===== src/rtl/image_stream_ctrl.sv =====
// Host-side frame streamer/collector for the 3x3 image filter: feeds a stored frame in,
// waits for the filter to finish, then captures its raster output into destination memory.
module image_stream_ctrl #(
    parameter int IMG_W   = 410,
    parameter int IMG_H   = 361,
    parameter int ADDR_W  = 18,
    parameter int OUT_LAT = 1,
    parameter int TIMEOUT = 1000000
) (
    input  logic              clk,
    input  logic              reset,
    input  logic              start,
    output logic              busy,
    output logic              done,
    output logic              err,
    output logic              src_rd_en,
    output logic [ADDR_W-1:0] src_addr,
    input  logic [7:0]        src_data,
    output logic [7:0]        pix_out,
    output logic              pix_en,
    output logic              proc_en,
    input  logic              filt_finish,
    input  logic [7:0]        filt_pix,
    output logic              dst_we,
    output logic [ADDR_W-1:0] dst_addr,
    output logic [7:0]        dst_data
);

    localparam int N    = IMG_W * IMG_H;
    localparam int TO_W = $clog2(TIMEOUT + 1);
    localparam logic [ADDR_W-1:0] LAST      = ADDR_W'(N - 1);
    localparam logic [ADDR_W-1:0] SKIP_LAST = ADDR_W'((OUT_LAT >= 2) ? OUT_LAT - 2 : 0);
    localparam logic [TO_W-1:0]   TO_MAX    = TO_W'(TIMEOUT);

    typedef enum logic [2:0] {IDLE, FETCH, PROC, SKIP, CAPTURE} state_t;

    state_t            state, state_nx;
    logic [ADDR_W-1:0] cnt, cnt_nx;
    logic              cnt_end, cnt_end_nx;
    logic [TO_W-1:0]   to_cnt, to_nx;
    logic              finish_q;
    logic              cap_smp;

    // cnt is shared: read index in FETCH, latency count in SKIP, write index in CAPTURE
    always_comb begin
        state_nx   = state;
        cnt_nx     = cnt;
        cnt_end_nx = cnt_end;
        to_nx      = to_cnt;
        done       = 1'b0;
        err        = 1'b0;
        case (state)
            IDLE: begin
                if (start) begin
                    state_nx   = FETCH;
                    cnt_nx     = '0;
                    cnt_end_nx = 1'b0;
                end
            end
            FETCH: begin
                if (!cnt_end) begin
                    if (cnt == LAST) cnt_end_nx = 1'b1;
                    else             cnt_nx     = cnt + 1'b1;
                end else begin
                    // last pixel is on the filter input this cycle
                    state_nx = PROC;
                    to_nx    = '0;
                end
            end
            PROC: begin
                if (to_cnt == '0 && filt_finish) begin
                    err      = 1'b1;
                    state_nx = IDLE;
                end else if (filt_finish && !finish_q) begin
                    cnt_nx     = '0;
                    cnt_end_nx = 1'b0;
                    state_nx   = (OUT_LAT <= 1) ? CAPTURE : SKIP;
                end else if (to_cnt == TO_MAX) begin
                    err      = 1'b1;
                    state_nx = IDLE;
                end else begin
                    to_nx = to_cnt + 1'b1;
                end
            end
            SKIP: begin
                if (cnt == SKIP_LAST) begin
                    cnt_nx   = '0;
                    state_nx = CAPTURE;
                end else begin
                    cnt_nx = cnt + 1'b1;
                end
            end
            CAPTURE: begin
                if (cnt_end) begin
                    done     = 1'b1;
                    state_nx = IDLE;
                end else if (cnt == LAST) begin
                    cnt_end_nx = 1'b1;
                end else begin
                    cnt_nx = cnt + 1'b1;
                end
            end
            default: state_nx = IDLE;
        endcase
    end

    assign busy      = (state != IDLE);
    assign src_rd_en = (state == FETCH) && !cnt_end;
    assign src_addr  = src_rd_en ? cnt : '0;
    assign pix_out   = pix_en ? src_data : 8'd0;
    assign proc_en   = (state == PROC) || (state == SKIP) || (state == CAPTURE);
    assign cap_smp   = (state == CAPTURE) && !cnt_end;

    always_ff @(posedge clk or posedge reset) begin
        if (reset) begin
            state    <= IDLE;
            cnt      <= '0;
            cnt_end  <= 1'b0;
            to_cnt   <= '0;
            finish_q <= 1'b0;
            pix_en   <= 1'b0;
            dst_we   <= 1'b0;
            dst_addr <= '0;
            dst_data <= 8'd0;
        end else begin
            state    <= state_nx;
            cnt      <= cnt_nx;
            cnt_end  <= cnt_end_nx;
            to_cnt   <= to_nx;
            finish_q <= filt_finish;
            pix_en   <= src_rd_en;
            dst_we   <= cap_smp;
            if (cap_smp) begin
                dst_addr <= cnt;
                dst_data <= filt_pix;
            end
        end
    end

endmodule


===== config.mk =====
export PLATFORM = sky130hd
export DESIGN_NAME = image_stream_ctrl
export DESIGN_NICKNAME = d
export VERILOG_FILES = /design/src/rtl/image_stream_ctrl.sv
export SDC_FILE = /design/constraint.sdc
export NUM_CORES = 1
export LEC_CHECK = 0
export BUFFER_PORTS_ARGS = -buffer_cell sky130_fd_sc_hd__buf_2
export CAP_MARGIN = 10
export CORE_MARGIN = 8
export CORE_UTILIZATION = 59
export CTS_CLUSTER_SIZE = 8
export DETAILED_ROUTE_END_ITERATION = 8
export GPL_TIMING_DRIVEN = 0
export PLACE_DENSITY_LB_ADDON = 0.1
export SLEW_MARGIN = 10
export SYNTH_ARGS = -nofsm -noshare
export SYNTH_HDL_FRONTEND = slang
export SYNTH_SLANG_ARGS = --single-unit

===== constraint.sdc =====
create_clock -name clk -period 5.5 [get_ports clk]
set_input_delay 0.825 -clock clk [delete_from_list [all_inputs] [get_ports clk]]
set_output_delay 0.825 -clock clk [all_outputs]
set_load 0.01 [all_outputs]

### Word-level counts from Yosys, hierarchy flattened

Cells that the tools add are included.

* $add $sub $neg: 2
* eq/ne operators: 17
* muxes and demuxes: 34
* reduce and logical (&&, ||, !) cells: 20

Operator list (number)
* 18-bit 2-to-1 mux: 7
* 20-bit 2-to-1 mux: 4
* 18-bit one-hot mux with 4 select lines: 1
* 20-bit one-hot mux with 2 select lines: 1
* 3-bit 2-to-1 mux: 7
* 20-bit by 1-bit adder with 20-bit output, second input constant: 1
* 20-bit == test, second input constant: 1
* 20-bit zero test: 1
* 2-bit inequality test, second input constant: 10
* 18-bit by 1-bit adder with 18-bit output, second input constant: 1
* 18-bit == test, second input constant: 1
* 18-bit zero test: 1
* 3-bit one-hot mux with 5 select lines: 1
* 1-bit 2-to-1 mux: 11
* 5-bit AND reduction: 2
* 8-bit 2-to-1 mux: 1
* 3-bit by 2-bit == test with 1-bit output, second input constant: 2
* 6-bit AND reduction: 1
* 3-bit nonzero test: 2
* 1-bit logical AND: 4
* 4-bit inequality test, second input constant: 1
* 4-bit AND reduction: 1
* 4-bit nonzero test: 1
* 3-bit by 1-bit == test with 1-bit output, second input constant: 1
* other kinds (7): 9

* flip-flop bits (word level): 71
* input bits: 20
* output and inout port bits: 59
* word-level logic and storage cells: 82

### Logic depth before layout (Yosys ltp)

* word-level depth: 5
* gate-level depth with buffers: 9
* mapped depth without buffers: 8

### Least setup slack after synthesis

OpenSTA, ideal clock, no wires.

* path kind: reg-to-output
* start point: reg state[2]
* end point: out src_addr[10]
* arrival: 1.649 ns
* data required time: 4.675 ns
* path slack: 3.026 ns
* stages on the path, launching flop included: 6
* buffers on the path: 2
* cells stage by stage: dfrtp_1 -> nand2b_1 -> clkbuf_1 -> nor3_1 -> clkbuf_1 -> and2_1

* cells in the longest elaborated chain, start to end: 3

Ends and longest elaborated chain
* from (decl): line 37 `state_t state, state_nx;`
* from (signal assigned): line 126 `state <= state_nx;`
* 3-bit by 1-bit == test with 1-bit output: line 108 `assign src_rd_en = (state == FETCH) && !cnt_end;`
* 1-bit logical AND: line 108
* net src_rd_en: line 16 `output logic src_rd_en,`
* 18-bit 2-to-1 mux: line 109 `assign src_addr = src_rd_en ? cnt : '0;`
* to (decl): line 17 `output logic [ADDR_W-1:0] src_addr,`

The timed path passes the listed nets, and every way through them passes these cells.

### Worst setup path in the final report

* start point: reg state[2]
* end point: out src_addr[16]

* cells in the longest elaborated chain, start to end: 3

Ends and longest elaborated chain (line)
* 3-bit by 1-bit == test with 1-bit output: 108
* 1-bit logical AND: 108
* 18-bit 2-to-1 mux: 109

No other way between the ends.

==> flow_metrics.tcl <==
set metrics [dict create \
    synth_nets 407 \
    rsz0062_at_grt "false" \
    tns_ns 0 \
    ys_seq_area_share_pct 47.6 \
    totalWireLength_um 9210 \
    slowest_stage "nor3_1" \
    drv_cap 0 \
    syn_inst 382 \
    diodes 0 \
    grt_usage_pct 21.8 \
    place_congestion 0.907 \
    ios 79 \
    via_count 3160 \
    dp_hpwl_um 6870 \
    root_buffer "clkbuf_8" \
    critPathKind "reg -> out" \
    p_switching_w 0.000219 \
    postPlaceCellArea_sq_mm 0.00425 \
    grt_pass1_vias 3292 \
    viasPerCell 5.70 \
    ys_ff_latch 71 \
    hold_violations 0 \
    grtUsageMet1_pct 25.7 \
    crit_chain "nand2b_1 -> clkbuf_1 -> nor3_1 -> clkbuf_1 -> and2_1 -> buf_2" \
    wl_per_cell_um 16.6 \
    ir_drop_v 0.000170 \
    outcome "finished, final reports clean" \
    clk_path_buf_depth 2 \
    dieArea_sq_mm 0.00913 \
    critPathMaxFanout 11 \
    path_clk_slew_ns 0.08 \
    ctsResizeCount 0 \
    synthMostInstantiatedCell "dfrtp_1" \
    fin_nets 497 \
    yosysTopAreaCellShare_pct 47.6 \
    grt_first_pass_wirelength_um 15700 \
    synth_xor_area_share_pct 4.69 \
    p_int_w 0.000710 \
    stdcell_area_sq_mm 0.00442 \
    end_kind "output pin" \
    seq_area_sq_mm 0.00178 \
    swShare_pct 23.6 \
    required_ns 4.68 \
    cts_setup_buffers 0 \
    critPathArrivalTime_ns 2.74 \
    setup_violations 0 \
    reg2reg_slack_ns 3.09 \
    htree_levels 3 \
    synth_compound_area_share_pct 8.98 \
    cpPeakStageDelay_ns 0.79 \
    netlist_area_sq_mm 0.00373 \
    pre_cts_ws_ns 2.37 \
    synth_top_family_by_area "simple AND/OR/NAND/NOR gates" \
    met3_usage_pct 4.65 \
    max-slew-margin-rel_pct 34.6 \
    ys_top_cells_by_count "dfrtp_1, nor2_1, nand2_1" \
    clkLatencyLatePin_ns 0.35 \
    clock_power_share_pct 40.4 \
    portBuffers 78 \
    synthMuxAreaShare_pct 6.94 \
    syn2layout_area_growth_pct 18.5 \
    rr_startpoint "state[0]$_DFFE_PP0P_" \
    synth.largest_area_cell "dfrtp_1" \
    cp_common_cell "clkbuf_1" \
    p_per_area_mw_per_mm2 210 \
    synth_enable_flop_cells 0 \
    cts_num_sinks 71 \
    period_minus_slack_ns 3.57 \
    drc 0 \
    p_total_w 0.000929 \
    start_util_pct 59.8 \
    synthFlopType "dfrtp_1" \
    grtUsageMet2_pct 38.1 \
    busiest_layer "met2" \
    fmax_mhz 280 \
    cts_tree "done" \
    ant_nets 0 \
    die_h_um 95.5 \
    rr_endpoint "cnt[8]$_DFFE_PP0P_" \
    multi_input_area_sq_mm 0.00182 \
    hold_path.class "in -> async" \
    critPathLaunchType "register" \
    drtIter0Drc 178 \
    grt_antenna_before_repair 0 \
    syn_area_per_cell_sq_um 9.77 \
    fin_worst_skew_ns 0.00724 \
    ys_async_sr_fraction_pct 100 \
    numCtsBuffers 9 \
    slew_violations 0 \
    power_frac_seq_pct 56.6 \
    rows 29 \
    setup_ws_ns 1.93 \
    synth-simple-area-share_pct 26.6 \
    drtPass1Iterations 4 \
    grt_max_degree 47 \
    p_leak_nw 2.06 \
    post-route-period-util_pct 64.8 \
    final.fill_count 527 \
    layout-drive-gt1-share_pct 29.8 \
    ys_types 46 \
    tightest_slew_ns 0.973 \
    whs_ns 0.447 \
    reg2reg_depth 7 \
    synth-warning-count 0 \
    cts_hold_buf 0 \
    fp.dieW_um 95.5 \
    synthTopCellsByArea "dfrtp_1, mux2_2, xnor2_1, and2_1, nor2_1" \
    core_area_sq_mm 0.00624 \
    synth_fa_ha_area_share_pct 1.68 \
    overflow 0 \
    p_comb_share_pct 3.0 \
]
==> registers in the layout, summed over array words and instances, names as in the netlist <==
name,cells
finish_q,1
to_cnt,20
dst_we,1
cnt_end,1
dst_addr,18
pix_en,1
state,3
cnt,18
dst_data,8
==> cell families (layout without fill, tap and decap cells) <==
kind of cell	count (synthesis)	in the layout
adder cells (fa/ha/maj)	5	5
flip-flops	71	71
buffers and inverters	30	125
AO/OA/AOI/OAI	50	50
AND/OR/NAND/NOR	183	183
multiplexers	23	23
XOR/XNOR	20	20
==> final cells by class <==
type                       instances  area share, %
buffer                            17           1.90
clock buffer                      10           3.11
clock inverter                     6          0.820
inverter                          13           1.16
multi-input combinational        281           41.2
sequential                        71           40.2
tap                               77           2.18
timing repair buffer              79           9.45
==> worst max path at each step <==
stage | from | to | slack (ns) | cells past startpoint
global placement | reset | cnt[12]$_DFFE_PP0P_ | 2.06 | 2
global route | state[2]$_DFFE_PP0P_ | src_addr[8] | 1.76 | 6
floorplan | reset | cnt[0]$_DFFE_PP0P_ | 2.88 | 1
CTS | state[2]$_DFFE_PP0P_ | src_addr[16] | 1.98 | 6
finish | state[2]$_DFFE_PP0P_ | src_addr[16] | 1.93 | 6
detailed placement | state[2]$_DFFE_PP0P_ | src_addr[8] | 2.37 | 6
==> power by group through the flow <==
stage | Sequential [W] | Combinational, W | Clock [W]
global placement | 0.000537 | 0.0000254 | 0
CTS | 0.000526 | 0.0000290 | 0.000380
global route | 0.000527 | 0.0000317 | 0.000406
floorplan | 0.000538 | 0.0000112 | 0
finish | 0.000526 | 0.0000278 | 0.000375
detailed placement | 0.000537 | 0.0000290 | 0
==> layout by cell type (no fill, tap or decap), types with 3 or more instances in the layout <==
master,n
nand2_1,29
mux2_2,23
a21o_1,3
or2_2,4
nor2_1,40
and3_1,4
a21oi_1,9
or3_1,3
nor4b_1,6
buf_2,84
nand3_1,12
inv_1,12
nor4_1,17
clkbuf_1,8
and2_1,26
ha_1,5
and4_1,4
nor3_1,9
o21ai_0,20
nor3b_1,3
xnor2_1,20
clkinv_2,4
nand4_1,12
nand2b_1,5
o31ai_1,4
dfrtp_1,71
clkbuf_8,10
==> routing by layer <==
metal	vias to the layer above	wire [um]	share of wire, %
met5	-	0	0
met4	0	118	1.3
met3	12	555	6.0
met2	90	4660	51
met1	1531	3870	42
li1	1527	-	-
==> stage by stage <==
| stage | utilization (%) | instances |
|---|---|---|
| after floorplan | - | 382 |
| after global placement | 67.6 | 537 |
| after detailed placement | 68.1 | 538 |
| after CTS | 70.9 | 554 |
| after global routing | 70.9 | 554 |
| final | 70.9 | 554 |
==> worst max-delay path: cells and delay by family (launching register included) <==
kind / cells / cell delay (ns)
DFF: 1 / 0.46
buffers and inverters: 3 / 0.77
and+or+nand+nor: 3 / 1.16
(Power assumes the default switching activity.)
